<file path="config.mk">
export PLATFORM = sky130hd
export DESIGN_NAME = uart_byte_rx
export DESIGN_NICKNAME = d
export VERILOG_FILES = /design/src/rtl/uart_pkg.sv /design/src/rtl/uart_rx_sync.sv /design/src/rtl/uart_byte_rx.sv
export SDC_FILE = /design/constraint.sdc
export NUM_CORES = 1
export LEC_CHECK = 0
export ABC_CLOCK_PERIOD_IN_PS = 3600
export CAP_MARGIN = 30
export CORE_UTILIZATION = 35
export DETAILED_ROUTE_END_ITERATION = 7
export SYNTH_ARGS = -nofsm -noshare
export SYNTH_HDL_FRONTEND = slang
export SYNTH_SLANG_ARGS = --single-unit
</file>
<file path="constraint.sdc">
create_clock -name clk -period 3.6 [get_ports clk]
set_input_delay 0.36 -clock clk [delete_from_list [all_inputs] [get_ports clk]]
set_output_delay 0.36 -clock clk [all_outputs]
set_load 0.05 [all_outputs]
</file>
<file path="src/rtl/uart_pkg.sv">
`default_nettype none
// +----------------------------------------------------------------------+
// | uart_pkg : shared UART types, framing constants and baud divisor.    |
// | Rev 1.0                                                              |
// +----------------------------------------------------------------------+
package uart_pkg;

  typedef enum logic [2:0] {
    IDLE  = 3'd0,
    START = 3'd1,
    DATA  = 3'd2,
    STOP  = 3'd3,
    BREAK = 3'd4
  } rx_fsm_t;

  localparam logic START_BIT = 1'b0;
  localparam logic STOP_BIT  = 1'b1;
  localparam int   DATA_BITS = 8;

  // Clocks per bit; the transmitter uses the same rounding so both ends agree.
  function automatic int unsigned bps_calc(input int unsigned clk_freq,
                                           input int unsigned baud_rate);
    return clk_freq / baud_rate;
  endfunction

endpackage
`default_nettype wire

</file>
<file path="src/rtl/uart_rx_sync.sv">
`default_nettype none
// +----------------------------------------------------------------------+
// | uart_rx_sync : 3-flop line synchroniser (idle-high) with fall detect.|
// | Rev 1.0                                                              |
// +----------------------------------------------------------------------+
module uart_rx_sync (
  input  logic clk,
  input  logic rst_n,
  input  logic rx_in,
  output logic rx_sync,
  output logic fall
);

  logic r_rx_s1;
  logic r_rx_s2;
  logic r_rx_s3;

  // Reset to the idle level so releasing reset never looks like a start edge.
  always_ff @(posedge clk or negedge rst_n) begin
    if (!rst_n) begin
      r_rx_s1 <= 1'b1;
      r_rx_s2 <= 1'b1;
      r_rx_s3 <= 1'b1;
    end else begin
      r_rx_s1 <= rx_in;
      r_rx_s2 <= r_rx_s1;
      r_rx_s3 <= r_rx_s2;
    end
  end

  assign rx_sync = r_rx_s2;
  assign fall    = r_rx_s3 & ~r_rx_s2;

endmodule
`default_nettype wire

</file>
<file path="src/rtl/uart_byte_rx.sv">
`default_nettype none
// +----------------------------------------------------------------------+
// | uart_byte_rx : 8N1 UART byte receiver, centre-sampled, framing check.|
// | Option macro: UART_RX_MAJORITY_EN (2-of-3 vote around each centre).  |
// | Rev 1.0                                                              |
// +----------------------------------------------------------------------+
module uart_byte_rx
  import uart_pkg::*;
#(
  parameter int CLK_FREQ  = 50000000,
  parameter int BAUD_RATE = 9600
) (
  input  logic       clk,
  input  logic       rst_n,
  input  logic       rs232_rx,
  output logic [7:0] rx_data,
  output logic       rx_done,
  output logic       rx_state,
  output logic       frame_err
);

  localparam int unsigned c_bps     = bps_calc(CLK_FREQ, BAUD_RATE);
  localparam logic [15:0] c_bit_tgt = 16'(c_bps - 1);
`ifdef UART_RX_MAJORITY_EN
  // Start check runs one clock longer so later bit decisions land on centre+1.
  localparam logic [15:0] c_start_tgt = 16'(c_bps / 2);
`else
  localparam logic [15:0] c_start_tgt = 16'(c_bps / 2 - 1);
`endif

  rx_fsm_t     r_state;
  rx_fsm_t     w_state_nx;
  logic [15:0] r_cnt;
  logic [2:0]  r_idx;
  logic [7:0]  r_shift;
  logic        w_rx;
  logic        w_fall;
  logic        w_active;
  logic        w_tick;
  logic        w_bit;
  logic        w_done_set;
  logic        w_ferr_set;
  logic        w_shift_en;

  uart_rx_sync u_sync (
    .clk     (clk),
    .rst_n   (rst_n),
    .rx_in   (rs232_rx),
    .rx_sync (w_rx),
    .fall    (w_fall)
  );

  assign w_active = (r_state == START) || (r_state == DATA) || (r_state == STOP);
  assign w_tick   = w_active && (r_cnt == ((r_state == START) ? c_start_tgt : c_bit_tgt));

`ifdef UART_RX_MAJORITY_EN
  logic [1:0] r_hist;

  always_ff @(posedge clk or negedge rst_n) begin
    if (!rst_n) r_hist <= 2'b11;
    else        r_hist <= {r_hist[0], w_rx};
  end

  assign w_bit = (r_hist[1] & r_hist[0]) | (r_hist[1] & w_rx) | (r_hist[0] & w_rx);
`else
  assign w_bit = w_rx;
`endif

  always_ff @(posedge clk or negedge rst_n) begin
    if (!rst_n) r_state <= IDLE;
    else        r_state <= w_state_nx;
  end

  always_comb begin
    w_state_nx = r_state;
    unique case (r_state)
      IDLE:    if (w_fall) w_state_nx = START;
      START:   if (w_tick) w_state_nx = (w_bit == START_BIT) ? DATA : IDLE;
      DATA:    if (w_tick && (r_idx == 3'(DATA_BITS - 1))) w_state_nx = STOP;
      STOP:    if (w_tick) w_state_nx = (w_bit == STOP_BIT) ? IDLE : BREAK;
      BREAK:   if (w_rx == STOP_BIT) w_state_nx = IDLE;
      default: w_state_nx = IDLE;
    endcase
  end

  always_comb begin
    rx_state   = (r_state != IDLE);
    w_shift_en = (r_state == DATA) && w_tick;
    w_done_set = (r_state == STOP) && w_tick && (w_bit == STOP_BIT);
    w_ferr_set = (r_state == STOP) && w_tick && (w_bit != STOP_BIT);
  end

  always_ff @(posedge clk or negedge rst_n) begin
    if (!rst_n) begin
      r_cnt     <= 16'd0;
      r_idx     <= 3'd0;
      r_shift   <= 8'h00;
      rx_data   <= 8'h00;
      rx_done   <= 1'b0;
      frame_err <= 1'b0;
    end else begin
      if (!w_active || w_tick || (w_state_nx != r_state)) r_cnt <= 16'd0;
      else                                                 r_cnt <= r_cnt + 16'd1;

      if (r_state != DATA) r_idx <= 3'd0;
      else if (w_tick)     r_idx <= r_idx + 3'd1;

      if (w_shift_en) r_shift[r_idx] <= w_bit;
      if (w_done_set) rx_data <= r_shift;

      rx_done   <= w_done_set;
      frame_err <= w_ferr_set;
    end
  end

endmodule
`default_nettype wire

</file>
# Yosys cells after proc, flatten, opt, wreduce, memory -nomap -nowiden
# Cells that the tools add are included.
# Widths: inputs -> output; s select.
dict set report totals {
  register_bits 43
}
dict set report op_classes {
  addsub 2
  n_lt_le_gt_ge 2
  n_eq_ne 8
  muxes 15
  n_bitwise 2
  reduce_logical 15
}
# cell n
set op_table {}
lappend op_table {{$mux 3} 8}
lappend op_table {{$add 16x1->16 const B} 1}
lappend op_table {{$eq 16x13->1} 1}
lappend op_table {{$mux 16} 1}
lappend op_table {{$pmux 3 s5} 1}
lappend op_table {{$mux 13} 1}
lappend op_table {{$bwmux 8} 1}
lappend op_table {{$logic_and 1x1->1} 7}
lappend op_table {{$eq 3x2->1 const B} 2}
lappend op_table {{$eq 3x3->1 const B} 2}
lappend op_table {{$logic_or 1x1->1} 4}
lappend op_table {{$lt 3x4->1 const B} 1}
lappend op_table {{$add 3x1->3 const B} 1}
lappend op_table {{$demux 1 s3} 1}
lappend op_table {{$eq 3x1->1 const B} 1}
lappend op_table {{$ge 3x1->1 const B} 1}
lappend op_table {{$logic_not 3->1} 1}
lappend op_table {{$ne 3x2->1 const B} 1}
lappend op_table {{$ne 3x3->1} 1}
lappend op_table {{$reduce_bool 3->1} 1}
lappend op_table {{$mux 2} 1}
lappend op_table {{$reduce_bool 2->1} 1}
lappend op_table {{$and 1x1->1} 1}
lappend op_table {{$logic_not 1->1} 1}
lappend op_table {{other kinds (2)} 2}

# Logic depth before layout (Yosys ltp)
# Gate-level depths: netlist of the first run.
dict set report depth {
  word_depth 10
  mapped_depth 6
  ltp_nobuf 4
}

# Hierarchy
# Synthesis of the first run repeated with hierarchy kept, for this count alone.
dict set report hier_totals {
  cells_unflattened 178
  area_unflattened_um2 2043.2
}
# module n_inst cells_each area_per_inst_um2 seq_area_each_um2
set by_module_without_submodules {}
lappend by_module_without_submodules {uart_byte_rx 1 174 1950.6 1001.0}
lappend by_module_without_submodules {uart_rx_sync 1 4 92.6 78.8}

# Worst setup path after synthesis of the first run
# Ideal clock, no wire load.
dict set report synth_timing {
  path_kind {register -> register}
  start {reg r_cnt[2]}
  end {reg rx_data[0]}
  setup_time_ns 0.125
  arrival_time_ns 2.009
  t_required_ns 3.475
  slack_ns 1.466
  stages_incl_launch_ff 6
  path_buffers 1
  period_less_slack_ns 2.134
  cell_sequence {dfrtp_1 > or4b_4 > o21a_4 > a2111o_1 > buf_6 > mux2_4}
}
dict set report synth_via {
  elab_chain_cells 4
}
# element line
set synth_lines {}
lappend synth_lines {{start: declaration} uart_byte_rx.sv:33} ;# logic [15:0] r_cnt;
lappend synth_lines {{start signal: assignment} uart_byte_rx.sv:103} ;# else r_cnt <= r_cnt + 16'd1;
lappend synth_lines {{$eq 16x13->1} uart_byte_rx.sv:54} ;# assign w_tick = w_active && (r_cnt == ((r_state == START) ? c_start_tgt : c_bit_tgt));
lappend synth_lines {{$logic_and 1x1->1} uart_byte_rx.sv:54}
lappend synth_lines {{$logic_and 1x1->1 (2 in a row)} uart_byte_rx.sv:89} ;# w_done_set = (r_state == STOP) && w_tick && (w_bit == STOP_BIT);
lappend synth_lines {{end signal: assignment} uart_byte_rx.sv:109} ;# if (w_done_set) rx_data <= r_shift;
lappend synth_lines {{end: declaration} uart_byte_rx.sv:16} ;# output logic [7:0] rx_data,
# No other way between the ends.
# A chain may end at the register's enable or synchronous reset.

# Final worst setup path of the first run
dict set report layout_timing {
  start {reg r_cnt[2]}
  end {reg rx_data[4]}
}
# The elaborated chain is that of the path after synthesis.

==> results of run 1 <==
==> report_power, final <==
part | leakage (nW) | switching (mW) | internal (mW)
registers | 0.580 | 0.0353 | 0.514
logic | 0.451 | 0.100 | 0.0660
clock network | 0.0612 | 0.166 | 0.225
==> final cells by class <==
cell class | instances | area share
Multi-Input combinational cell | 137 | 0.431
Inverter | 1 | 0.00147
Timing Repair Buffer | 15 | 0.0626
Clock inverter | 2 | 0.0137
Clock buffer | 6 | 0.0323
Tap cell | 77 | 0.0376
Sequential cell | 43 | 0.422
==> state kept, by name, indices dropped and copies added, names as in the netlist <==
signal / cells
u_sync.rx_sync: 1
u_sync.r_rx_s1: 1
rx_done: 1
u_sync.r_rx_s3: 1
r_idx: 3
rx_data: 8
frame_err: 1
r_shift: 8
r_state: 3
r_cnt: 16
==> critical path: cells and delay by family (launching register included) <==
family             cells  cell delay, ns
DFF                    1            0.45
AOI/OAI and AO/OA      2            0.86
muxes                  1            0.39
and+or+nand+nor        1            0.57
==> logic make-up after synthesis <==
| logic type | count (synthesis) | share of synthesized area |
|---|---|---|
| flops | 43 | 0.471 |
| xor+xnor | 13 | 0.0496 |
| buf+inv | 19 | 0.0491 |
| simple gates | 80 | 0.223 |
| fa+ha+maj | 3 | 0.0164 |
| compound gates | 21 | 0.0823 |
| mux | 20 | 0.109 |
==> Yosys cell counts, drive strengths merged <==
master | count | area, um2
a21oi | 1 | 5.00
mux2i | 4 | 40.0
and2 | 2 | 12.5
xnor2 | 3 | 26.3
buf | 9 | 65.1
nor2b | 1 | 6.26
o2111ai | 9 | 78.8
inv | 1 | 3.75
clkbuf | 9 | 43.8
o211ai | 2 | 15.0
o21ai | 3 | 18.8
nand2 | 10 | 37.5
or4b | 2 | 23.8
nor2 | 4 | 15.0
and4bb | 2 | 25.0
ha | 3 | 37.5
dfrtp | 40 | 1000
nor4 | 2 | 12.5
or3 | 2 | 12.5
mux2 | 16 | 210
o31ai | 1 | 7.51
nor3 | 16 | 80.1
and4b | 2 | 21.3
o211a | 1 | 10.0
a211oi | 2 | 27.5
nand4 | 8 | 50.1
nor3b | 5 | 42.5
nor4b | 4 | 35.0
nand3b | 1 | 7.51
or3b | 2 | 20.0
nand3 | 8 | 40.0
and3b | 1 | 8.76
o21a | 1 | 15.0
and4 | 3 | 27.5
a2111o | 1 | 11.3
and2b | 1 | 8.76
dfstp | 3 | 78.8
and3 | 3 | 18.8
nand2b | 1 | 6.26
xor2 | 10 | 87.6
==> layer usage <==
metal  global-route usage  wire length, um  part of all wire  vias to the layer above
met5                    0                0                 0                        -
met4               0.0470               68             0.016                        0
met3               0.0328              124             0.030                        6
met2                0.174             1730              0.41                       29
met1                0.198             2240              0.54                      758
li1                     -                -                 -                      749
==> metrics by stage <==
stage	power (mW)	worst slack, ns	hold WS, ns
after floorplan	0.685	1.47	0.0644
after global placement	0.714	1.27	0.348
after detailed placement	0.718	1.26	0.349
after CTS	1.12	1.24	0.231
after global routing	1.16	1.12	0.0468
final	1.11	1.23	0.0304
==> worst min path at each step <==
stage / startpoint / endpoint / slack, ns / cells after the start
2_1_floorplan: rst_n / frame_err / 0.06 / 0
5_1_grt: rst_n / rx_data[5] / 0.05 / 1
4_1_cts: rst_n / rx_data[3] / 0.23 / 1
6_report: rst_n / rx_data[5] / 0.03 / 1
3_5_place_dp: u_sync.r_rx_s1 / u_sync.rx_sync / 0.35 / 0
3_3_place_gp: u_sync.r_rx_s1 / u_sync.rx_sync / 0.35 / 0
==> layout by cell type (no fill, tap or decap), types with 6 or more instances in the layout <==
| cell | n |
|---|---|
| clkdlybuf4s50_1 | 12 |
| o2111ai_1 | 9 |
| nand2_1 | 10 |
| nand3_1 | 8 |
| dfrtp_1 | 40 |
| clkbuf_8 | 6 |
| nand4_1 | 8 |
| mux2_4 | 8 |
| mux2_2 | 8 |
| nor3_1 | 16 |
| xor2_1 | 10 |
==> results.md, run 1 <==
* Die W at 83.0 um
* Worst setup startpoint: r_cnt[2]
* First-pass GRT wire length at 7200 um
* GRT Util Overall at 0.129
* 1st-iter DRT viols at 141
* Routability cong. at 0.859
* Syn Nets at 205
* DP Wirelength at 2680 um
* H-tree levels at 2
* Max stage delay on crit path at 0.63 ns
* Placed Cells at 271
* Pleak at 1.09 nW
* Effective utilization at floorplan at 0.361
* Share of layout cells above drive strength 1 at 0.211
* Hold crit path type: input pin to asynchronous set/reset pin
* Clock Latency Late Sink at 0.30 ns
* Crit end category: register
* IO buf count at 13
* Number of fill cells at 597
* R2R cell count at 4
* Final core utilization at 0.403
* Vias in the first global route at 1406
* Yosys cell types at 51
* Final-report hold violation count at 0
* # diodes at 0
* Nets at 209
* Area of the multi-input gates at 1100 um2
* WL final at 4160 um
* Detail Route Antenna Nets at 0
* Mapped Cells at 199
* Seq cells post-synth at 43
* Post-CTS Setup Repair Bufs at 0
* Num ports at 14
* Worst Path Class, Setup: register to register
* Crit Path Max Fanout at 8
* Pwr dens at 432 nW/um2
* DRT Pass-1 Iters at 4
* Reg2reg start: r_cnt[2]
* Max Transition Viols Final at 0
* Synth-to-Final Area Change at 11.6%
* Max Root-Sink Buffers at 2
* Worst Skew at 0.00828 ns
* Final setup viols at 0
* Sink Count at 43
* Design Area, Final at 2560 um2
* Critical path launch point type: register
* Post-Syn Area at 2290 um2
* Placed cell area at 2410 um2
* Critical path's slowest cell: a2111o_1
* Yosys warnings at 0
* Max VDD drop at 0.170 mV
* DRC violations left at 0
* Total via count in the routed design at 1542
* Worst endpoint required time at 3.79 ns
* Maximum clock rate at 0.421 GHz
* Final cell count without fillers at 281
* Setup tns final at 0 ns
* Initial antenna violation count at 0
* Largest net degree at the start of global routing at 44
* Maxcap violations at 0
* CTS root buf: clkbuf_8
* Vias/cell at 5.49
* # rows at 29
* Die area at 6880 um2
* WP data arrival at 2.56 ns
* CTS buffer count at 5
* Clk pin slew, worst setup/hold paths at 0.08 ns
* Crit share post-route at 0.660
* WL/cell at 14.8 um
* Cell Chain, Critical Path: or4b_4, o21a_4, a2111o_1, mux2_4
* Outcome: finished, final reports clean
* Sequential area share after synthesis at 0.471
* Reg2reg end: rx_data[4]
* Core area at 6350 um2
* Overflow after GRT at 0
* Die height at 83.0 um
* Worst-margin pin slew at 0.904 ns
* CTS tree: done
* Sequential cell area at 1080 um2
* Reg-to-reg slack, setup at 1.23 ns
* RSZ-0062 raised after global routing: no
* Hold Buf Count CTS at 0
* Clock period minus worst slack at 2.37 ns
* Syn_area_per_cell at 11.5 um2
* Worst Setup EP: rx_data[4]
* Relative slew slack at 0.395
* CTS resizes at 0
Power figures use the tool's default switching activity.
==> inputs of run 2 (changes only) <==
- ABC_CLOCK_PERIOD_IN_PS: 3600 -> 2300
- clock period: 3.6 -> 2.3 ns (I/O delays scaled with it)
==> run 2 against run 1 <==
Compared with the run above: sequential power up 54%; non-clock buffer count up 11; highest routed layer unchanged; clock-buffer cell count decreased by 1.
==> results.md, run 2 (same netlist as run 1, synthesis figures left out) <==
* Detail Route Antenna Nets at 0
* Largest net degree at the start of global routing at 23
* Sequential cell area at 1080 um2
* Clk pwr share at 0.293
* Critical path's slowest cell: a2111o_2
* Area of the multi-input gates at 1100 um2
* Hold crit path type: input pin to asynchronous set/reset pin
* Total via count in the routed design at 1556
* Worst hold margin at 0.245 ns
* Worst Setup EP: rx_data[6]
* Nets at 220
* Logic pwr share at 0.187
* Effective utilization at floorplan at 0.361
* Total power at 1.63 mW
* Max Transition Viols Final at 0
* Worst setup startpoint: r_cnt[4]
* WL final at 4090 um
* Sink Count at 43
* Max stage delay on crit path at 0.59 ns
* Final-report hold violation count at 0
* Placed Cells at 283
* Final cell count without fillers at 292
* Most frequent cells in the layout: dfrtp_1, nor3_1, clkdlybuf4s50_1, buf_4
* Number of fill cells at 596
* Clock Latency Late Sink at 0.30 ns
* CTS buffer count at 5
* Max reg flops at 16
* Worst Skew at 0.00460 ns
* Die height at 83.0 um
* # diodes at 0
* Critical path launch point type: register
* Die area at 6880 um2
* Setup tns final at 0 ns
* Maximum clock rate at 0.445 GHz
* Reg2reg start: r_cnt[4]
* Worst-margin pin slew at 0.504 ns
* Routability cong. at 0.822
* H-tree levels at 2
* DP Wirelength at 2830 um
* Largest Register: r_cnt
* Reg-to-reg slack, setup at 0.05 ns
* WL/cell at 14.0 um
* Max Root-Sink Buffers at 2
* Initial antenna violation count at 0
* CTS tree: done
* Worst Path Class, Setup: register to register
* Sw Share at 0.299
* Reg2reg end: rx_data[6]
* Overflow after GRT at 0
* Pleak at 1.12 nW
* WP data arrival at 2.44 ns
* 1st-iter DRT viols at 72
* Crit share post-route at 0.977
* Relative slew slack at 0.663
* Maxcap violations at 0
* Worst endpoint required time at 2.49 ns
* CTS root buf: clkbuf_8
* Commonest non-fill, non-tap cell in the layout: dfrtp_1
* Clock period minus worst slack at 2.25 ns
* Int Pwr at 1.14 mW
* # rows at 29
* Cell Chain, Critical Path: or4b_4, o21a_4, a2111o_2, mux2_4
* Final setup viols at 0
* Post-CTS Setup Repair Bufs at 0
* Crit end category: register
* Vias in the first global route at 1479
* DRT Pass-1 Iters at 4
* Pwr dens at 625 nW/um2
* Vias/cell at 5.33
* P_sw at 487 uW
* Die W at 83.0 um
* Crit Path Max Fanout at 8
* GRT Util Overall at 0.128
* Top flop regs: r_cnt x16, r_shift x8, rx_data x8
* CP Depth at 4
* Outcome: finished, final reports clean
* Seq pwr share at 0.520
* Clk pin slew, worst setup/hold paths at 0.08 ns
* First-pass GRT wire length at 7160 um
* RSZ-0062 raised after global routing: no
* IO buf count at 13
* Synth-to-Final Area Change at 13.7%
* Num ports at 14
* WP buf/inv at 0
* R2R cell count at 4
* Share of layout cells above drive strength 1 at 0.251
* Max VDD drop at 0.235 mV
* Delay-heaviest family, CP: compound AO/OA/AOI/OAI gates
* DRC violations left at 0
* Core area at 6350 um2
==> run 2: layer usage <==
metal	GRT usage	vias to the layer above	part of all wire
met4	0.0470	0	0.017
met2	0.196	13	0.44
met1	0.179	769	0.52
li1	-	769	-
met3	0.0268	5	0.018
met5	0	-	0
==> run 2: worst min path at each step <==
| stage | end | slack [ns] | depth (start not counted) |
|---|---|---|---|
| floorplan | frame_err | -0.07 | 0 |
| global placement | rx_data[6] | 0.03 | 1 |
| detailed placement | rx_data[6] | 0.03 | 1 |
| CTS | rx_data[6] | 0.24 | 2 |
| global route | rx_data[6] | 0.24 | 2 |
| finish | rx_data[6] | 0.24 | 2 |
==> run 2: power by group through the flow <==
stage	Clock, mW	Combinational (mW)	Sequential (mW)
4_1_cts	0.493	0.308	0.847
6_report	0.478	0.305	0.847
3_5_place_dp	0	0.304	0.862
3_3_place_gp	0	0.295	0.859
2_1_floorplan	0	0.215	0.858
5_1_grt	0.529	0.337	0.855
==> run 2: what timing repair did <==
item,CTS,global route
hold endpoints to repair,40,0
endpoints found under the setup margin,0,8
resized for setup,0,1
hold buffers,1,0
==> run 2: area by class of cell <==
type / count / share of cell area
Multi-Input combinational cell: 137 / 0.423
Sequential cell: 43 / 0.414
Timing Repair Buffer: 26 / 0.0911
Tap cell: 77 / 0.0369
Clock buffer: 5 / 0.0264
Clock inverter: 3 / 0.00767
Inverter: 1 / 0.00144
==> run 2: worst register-to-register path, cell delays in order (launching register included) <==
cell and delay (ns):
dfrtp_1 0.43, or4b_4 0.54, o21a_4 0.23, a2111o_2 0.59, mux2_4 0.34
==> run 2: per-stage QoR <==
step           setup WS, ns  cell area (um2)   util
2_1_floorplan         0.166             2290      -
3_3_place_gp         0.0349             2500  0.394
3_5_place_dp         0.0279             2510  0.395
4_1_cts              0.0197             2610  0.411
5_1_grt              0.0233             2610  0.411
6_report             0.0520             2610  0.411
